File: config.mk
export PLATFORM = sky130hd
export DESIGN_NAME = sa_seq_ctrl
export DESIGN_NICKNAME = d
export VERILOG_FILES = /design/src/rtl/sa_seq_ctrl.sv
export SDC_FILE = /design/constraint.sdc
export NUM_CORES = 1
export LEC_CHECK = 0
export BUFFER_PORTS_ARGS = -buffer_cell sky130_fd_sc_hd__buf_2
export CAP_MARGIN = 5
export CORE_AREA = 10 10 70 72
export CTS_CLUSTER_DIAMETER = 200
export DETAILED_ROUTE_END_ITERATION = 8
export DIE_AREA = 0 0 80 82
export PLACE_DENSITY = 0.69
export SLEW_MARGIN = 20
export SYNTH_ARGS = -nofsm -noshare
export SYNTH_HDL_FRONTEND = slang
export SYNTH_SLANG_ARGS = --single-unit
export TNS_END_PERCENT = 100
File: constraint.sdc
create_clock -name sys_clk -period 1.9 [get_ports sys_clk]
set_input_delay 0.19 -clock sys_clk [delete_from_list [all_inputs] [get_ports sys_clk]]
set_output_delay 0.19 -clock sys_clk [all_outputs]
set_load 0.005 [all_outputs]
File: src/rtl/sa_seq_ctrl.sv
// Tile sequencer for a systolic-array job: clears and runs the address generator,
// drains the array, and steps through tiles with a RUN watchdog and abort support.
module sa_seq_ctrl #(
    parameter int FEATURE_BITS = 4,
    parameter int M            = 9,
    parameter int TILE_BITS    = 6,
    parameter int DRAIN_CYC    = 2*M-1,
    parameter int WD_CYC       = M*M+8
) (
    input  logic                 sys_clk,
    input  logic                 reset_n,
    input  logic                 job_valid,
    input  logic [TILE_BITS-1:0] job_tiles,
    output logic                 job_ready,
    input  logic                 abort,
    output logic                 ag_start,
    input  logic                 ag_done,
    output logic                 ag_clr_n,
    output logic                 sa_en,
    output logic [TILE_BITS-1:0] tile_idx,
    output logic                 busy,
    output logic                 job_done,
    output logic                 err
);

    // Watchdog is at least wide enough to span the full two-iterator feature space.
    localparam int WD_NEED = $clog2(WD_CYC + 1);
    localparam int WD_W    = (WD_NEED > 2*FEATURE_BITS+1) ? WD_NEED : 2*FEATURE_BITS+1;
    localparam int DR_W    = (DRAIN_CYC > 1) ? $clog2(DRAIN_CYC) : 1;

    localparam logic [WD_W-1:0] WD_LAST = WD_W'(WD_CYC - 1);
    localparam logic [DR_W-1:0] DR_LOAD = DR_W'(DRAIN_CYC - 1);

    typedef enum logic [2:0] {
        S_IDLE, S_CLEAR, S_RUN, S_DRAIN, S_DONE, S_ABORT
    } state_t;

    state_t               state, state_nxt;
    logic [TILE_BITS-1:0] tiles_left;
    logic [DR_W-1:0]      drain_cnt;
    logic [WD_W-1:0]      wd_cnt;
    logic                 wd_expire;
    logic                 last_tile;

    assign wd_expire = (wd_cnt == WD_LAST);
    assign last_tile = (tile_idx == tiles_left - TILE_BITS'(1));

    // NOTE: sequential state uses non-blocking assignments so every register
    // samples pre-edge values regardless of process ordering.
    always_ff @(posedge sys_clk or negedge reset_n) begin
        if (!reset_n) state <= S_IDLE;
        else          state <= state_nxt;
    end

    // NOTE: state_nxt gets a default before the case so no path can infer a latch.
    always_comb begin
        state_nxt = state;
        case (state)
            S_IDLE:  if (job_valid) state_nxt = (job_tiles == '0) ? S_DONE : S_CLEAR;
            S_CLEAR: state_nxt = abort ? S_ABORT : S_RUN;
            S_RUN: begin
                if (abort)          state_nxt = S_ABORT;
                else if (ag_done)   state_nxt = S_DRAIN;
                else if (wd_expire) state_nxt = S_DONE;
            end
            S_DRAIN: begin
                if (abort)                state_nxt = S_ABORT;
                else if (drain_cnt == '0) state_nxt = last_tile ? S_DONE : S_CLEAR;
            end
            S_DONE:  state_nxt = S_IDLE;
            S_ABORT: state_nxt = S_IDLE;
            default: state_nxt = S_IDLE;
        endcase
    end

    always_comb begin
        job_ready = 1'b0;
        ag_clr_n  = 1'b1;
        ag_start  = 1'b0;
        sa_en     = 1'b0;
        job_done  = 1'b0;
        busy      = (state != S_IDLE);
        case (state)
            S_IDLE:  job_ready = 1'b1;
            S_CLEAR: ag_clr_n  = 1'b0;
            S_RUN: begin
                ag_start = 1'b1;
                sa_en    = 1'b1;
            end
            S_DRAIN: sa_en     = 1'b1;
            S_DONE:  job_done  = 1'b1;
            S_ABORT: ag_clr_n  = 1'b0;
            default: ;
        endcase
    end

    // Watchdog sits at zero outside RUN, so it is always clear on RUN entry.
    always_ff @(posedge sys_clk or negedge reset_n) begin
        if (!reset_n) begin
            tiles_left <= '0;
            tile_idx   <= '0;
            drain_cnt  <= '0;
            wd_cnt     <= '0;
            err        <= 1'b0;
        end else begin
            wd_cnt <= (state == S_RUN) ? wd_cnt + WD_W'(1) : '0;

            if (state == S_IDLE && job_valid) begin
                tiles_left <= job_tiles;
                tile_idx   <= '0;
                err        <= 1'b0;
            end

            if (state == S_RUN && state_nxt == S_DRAIN)
                drain_cnt <= DR_LOAD;
            else if (state == S_DRAIN && drain_cnt != '0)
                drain_cnt <= drain_cnt - DR_W'(1);

            if (state == S_RUN && !abort && !ag_done && wd_expire)
                err <= 1'b1;

            if (state_nxt == S_ABORT)
                tile_idx <= '0;
            else if (state == S_DRAIN && state_nxt == S_CLEAR)
                tile_idx <= tile_idx + TILE_BITS'(1);
        end
    end

endmodule

# Yosys cells after proc, flatten, opt, wreduce, memory -nomap -nowiden

Index checks and enable logic that the tools add are counted.
Widths: inputs -> output; s select.

Output and inout port bits: 13
Memories: 0
Bits in registers: 30
Bits in writable memories: 0
Word-level logic and storage cells: 62
Latch bits: 0
Bits in read-only memories: 0

Reduce and logical (&&, ||, !) cells: 19
Order comparisons: 0
Muxes and demuxes: 23
Shifts and indexed selects: 0
Add/sub/neg operators: 4
Divide/modulo/power cells: 0
Equality and inequality tests: 10
Multiply operators: 0
Bitwise gates (word level): 0

Operator list:

| operator            | count |
|---|---|
| $mux 3              | 9 |
| $mux 6              | 3 |
| $pmux 3 s4          | 1 |
| $mux 5              | 2 |
| $add 9x1->9 const B | 1 |
| $eq 3x2->1 const B  | 3 |
| $eq 3x3->1 const B  | 3 |
| $eq 9x7->1 const B  | 1 |
| $mux 9              | 1 |
| $logic_and 1x1->1   | 7 |
| $mux 1              | 7 |
| $add 6x1->6 const B | 1 |
| $eq 3x1->1 const B  | 2 |
| $eq 6x6->1          | 1 |
| $logic_not 6->1     | 1 |
| $reduce_bool 3->1   | 2 |
| $sub 6x1->6 const B | 1 |
| $logic_not 5->1     | 1 |
| $reduce_bool 5->1   | 1 |
| $sub 5x1->5 const B | 1 |
| $reduce_bool 2->1   | 2 |
| $reduce_or 2->1     | 2 |
| $logic_not 3->1     | 1 |
| $logic_not 1->1     | 2 |

# Longest topological paths before layout

Depth in word-level cells: 10
Mapped depth: 8
Depth with buffers taken out: 8

# Worst setup path before layout

OpenSTA, ideal clock, no wires.

Path kind: register to register
Start: reg tiles_left[0]
End: reg tile_idx[2]
Setup time: 124 ps
Period minus slack after synthesis: 1974 ps
Slack: -74 ps
Arrival: 1850 ps
Buffers on the path: 0
Cell stages (with the launch flop): 9
Cell sequence: dfrtp_1 inv_1 ha_1 xor2_1 nand3_2 a221o_1 o21ai_4 nor3b_1 a211o_1

Word-level cells in the longest chain between the ends: 10

Ends and longest elaborated chain:

| element                | RTL line | RTL |
|---|---|---|
| start, declared        | 39       | `logic [TILE_BITS-1:0] tiles_left;` |
| start signal, assigned | 109      | `tiles_left <= job_tiles;` |
| $sub 6x1->6 *          | 46       | `assign last_tile = (tile_idx == tiles_left - TILE_BITS'(1));` |
| $eq 6x6->1 *           | 46       |  |
| $mux 3 * (2 in series) | 68       | `else if (drain_cnt == '0) state_nxt = last_tile ? S_DONE : S_CLEAR;` |
| $mux 3 *               | 67       | `if (abort) state_nxt = S_ABORT;` |
| $pmux 3 s4 *           | 58       | `case (state)` |
| $eq 3x1->1             | 124      | `else if (state == S_DRAIN && state_nxt == S_CLEAR)` |
| $logic_and 1x1->1      | 124      |  |
| $mux 6                 | 124      |  |
| $mux 6                 | 122      | `if (state_nxt == S_ABORT)` |
| end signal, assigned   | 125      | `tile_idx <= tile_idx + TILE_BITS'(1);` |
| end, declared          | 20       | `output logic [TILE_BITS-1:0] tile_idx,` |

Mark *: on every way between the ends. The rest lies on a longest branch, timed or not.
A chain may end at the register's enable or synchronous reset.

# Final worst setup path

Start: reg drain_cnt[1]
End: reg tile_idx[2]

Word-level cells in the longest chain between the ends: 8

Ends and longest elaborated chain:

| element                | RTL line | RTL |
|---|---|---|
| start, declared        | 40       | `logic [DR_W-1:0] drain_cnt;` |
| start signal, assigned | 117      | `drain_cnt <= drain_cnt - DR_W'(1);` |
| $logic_not 5->1 *      | 68       |  |
| $mux 3 *               | 68       |  |
| $mux 3 *               | 67       |  |
| $pmux 3 s4 *           | 58       |  |
| $eq 3x1->1             | 124      |  |
| $logic_and 1x1->1      | 124      |  |
| $mux 6                 | 124      |  |
| $mux 6                 | 122      |  |

Marks and branches as above.

==> impl_metrics.py <==
metrics = {
    "timing": {
        "rsz0062_at_grt": "yes",
        "fmax_mhz": 490.6,
        "min_period_ps": 2038,
        "hold_viol_final": 0,
        "max_slew.worst_pin.slew_ps": 679.9,
        "setup_tns_ps": -730.9,
        "slew_viol_final": 0,
        "setup_slack_ps": -138.3,
        "finalCritPeriodShare_pct": 107.3,
        "fin_skew_ps": 17.62,
        "finalSetupViolCount": 6,
        "slew_headroom_pct": 54.67,
    },
    "clock_tree": {
        "root_buffer": "clkbuf_4",
        "cts_buffer_depth": 2,
        "numCtsBuffers": 5,
        "cts_num_sinks": 30,
        "clock_latency_ps": 340,
        "clk_pin_slew_ps": 100,
        "cts_tree": "done",
        "cts_htree_levels": 2,
    },
    "synthesis": {
        "synth.top_cell.area_share_pct": 43.54,
        "syn_inst": 190,
        "synth.area.top_cells": "dfrtp_1, nand2_1, nor2_1",
        "yosys_warnings": 0,
        "ys_seq_area_share_pct": 43.54,
        "synth.avg_cell_area_um2": 9.074,
        "synth-seq-cells": 30,
        "synth_edf_count": 0,
        "syn_area_mm2": 0.001724,
        "synth_cell_types": 46,
        "yosys_most_used_dff": "dfrtp_1",
        "synth_nets": 206,
        "synth_area_leader_cell": "dfrtp_1",
        "ys_async_sr_fraction_pct": 100.0,
    },
    "detailed_routing": {
        "vias_per_cell": 5.069,
        "route.vias.total": 1475,
        "wirelength_um": 3830,
        "drt_iter0_drc": 72,
        "drt_first_pass_iters": 4,
        "drc": 0,
        "postRouteAntennaNets": 0,
        "wl_per_cell_um": 13.16,
    },
    "floorplan": {
        "ios": 24,
        "dieArea_mm2": 0.006560,
        "rows": 22,
        "die_x_um": 80,
        "fp.dieH_um": 82,
        "start_util_pct": 48.18,
        "core_area_mm2": 0.003578,
    },
    "critical_path": {
        "reg2reg_slack_ps": -140,
        "cp-end-kind": "register",
        "cp.arrival_ps": 2260,
        "cp.required_ps": 2120,
        "path_max_fanout": 8,
        "worstSetupStartpointType": "register",
        "critPathKind": "reg -> reg",
    },
    "pwr": {
        "p_int_mw": 1.888,
        "power_frac_seq_pct": 31.4,
        "power.density_mw_per_mm2": 1307,
        "leakagePower_nw": 1.081,
        "swShare_pct": 35.09,
        "ir_worst_vdd_uv": 606.1,
        "switchingPower_mw": 1.021,
        "comb_power_share_pct": 45.3,
        "clockPowerShare_pct": 23.4,
    },
    "global_route": {
        "grt_pass1_wl_um": 6589,
        "gr-usage-all-layers_pct": 12.49,
        "grt_max_degree": 31,
        "antenna_found_initial": 0,
        "grt_pass1_vias": 1433,
        "grt_overflow": 0,
    },
    "status": {
        "violations": "negative setup slack",
        "status": "finished, violations left",
    },
    "placed_design": {
        "placed_cells": 278,
        "finalWeightedCongestion": 0.8293,
        "placed_cell_area_mm2": 0.002034,
        "dpl_worst_slack_ps": -154.7,
        "dpl.hpwl_um": 2872,
        "port_buffers": 23,
    },
    "final_layout": {
        "fin_nets": 258,
        "final_cell_mix": "nand2_1, dfrtp_1, nor2_1",
        "seq_area_um2": 750.7,
        "fin_area_mm2": 0.002226,
        "area_delta_synth_final_pct": 29.10,
        "final_cells": 291,
        "antenna_cells": 0,
        "multi_input_area_um2": 960.9,
        "layout-drive-gt1-share_pct": 31.28,
        "final_common_cell": "nand2_1",
        "fill_cells": 319,
    },
    "flow_run": {
        "drv_cap": 0,
    },
    "worst_hold_path": {
        "hold_path.class": "in -> reg",
    },
}
## per-layer routing
layer  GRT usage (%)  wire, um  vias to the layer above
li1                -         -                      749
met5               0         0                        -
met1           15.80      1757                      685
met2           18.70      1693                       36
met4           3.873        44                        0
met3           5.568       335                        5
## state kept, by name (all words and copies together) (netlist names)
register	count
wd_cnt	9
tile_idx	6
tiles_left	6
err	1
drain_cnt	5
state	3
## worst max-delay path, cell delays in order, from the launching register on
cell and delay (ps):
dfrtp_1 390, inv_1 60, ha_2 170, nor4b_4 250
nand3_2 90, a221o_1 330, o21ai_4 280, nor3b_2 80
a211o_1 270
## metrics by stage
step / total power [mW] / utilization [%] / hold WS [ps]
after floorplan: 1.697 / - / -105.6
after global placement: 2.124 / 56.85 / 270.5
after detailed placement: 2.129 / 56.85 / 264.3
after CTS: 2.816 / 60.38 / 53.70
after global routing: 3.141 / 62.20 / 63.90
final: 2.909 / 62.20 / 61.18
## path summary, 6_finish.rpt
path	depth (start not counted)	endpoint	start
worst min register to register	1	wd_cnt[0]	wd_cnt[0]
max in group asynchronous	2	tile_idx[1]	reset_n
worst min-delay path	3	tiles_left[5]	job_tiles[5]
worst max register to register	8	tile_idx[2]	drain_cnt[1]
worst max-delay path	8	tile_idx[2]	drain_cnt[1]
min in group asynchronous	2	wd_cnt[5]	reset_n
## kinds of logic after synthesis
group                      count (synthesis)  synth area share (%)
buffers and inverters                     13                 3.483
muxes                                      1                0.6531
DFF                                       30                 43.54
AOI/OAI and AO/OA                         26                 12.12
xor gates and xnor gates                  17                 8.636
adders and majority gates                  5                 3.628
and+or+nand+nor                           98                 27.94
## synth_stat cells, types with 2 or more instances
cell type,number
nand2_1,31
dfrtp_1,30
nor2_1,27
nand3_1,11
xor2_1,11
nor3_1,10
inv_1,9
xnor2_1,6
ha_1,5
a211o_1,4
o21ai_0,4
a21o_1,3
nor3b_1,3
a31oi_1,2
and2_1,2
nor2b_1,2
## what timing repair did
action	in CTS	in global routing
setup endpoints to repair	6	13
endpoints found under the hold margin	30	0
buffers inserted	0	4
pin swaps	3	6
resized for setup	1	9
hold buffers	1	0
## cell type report
type,count,area share [%]
Multi-Input combinational cell,147,43.17
Clock buffer,6,2.305
Sequential cell,30,33.73
Tap cell,48,2.698
Clock inverter,2,2.698
Timing Repair Buffer,48,13.72
Inverter,10,1.686
## power by group through the flow
stage	Clock [mW]	Sequential, mW	Combinational, mW
global placement	0	0.916	1.21
CTS	0.689	0.909	1.22
global route	0.716	0.934	1.49
finish	0.680	0.912	1.32
floorplan	0	0.931	0.766
detailed placement	0	0.921	1.21
Note: power is estimated with default switching activity, not from simulation.
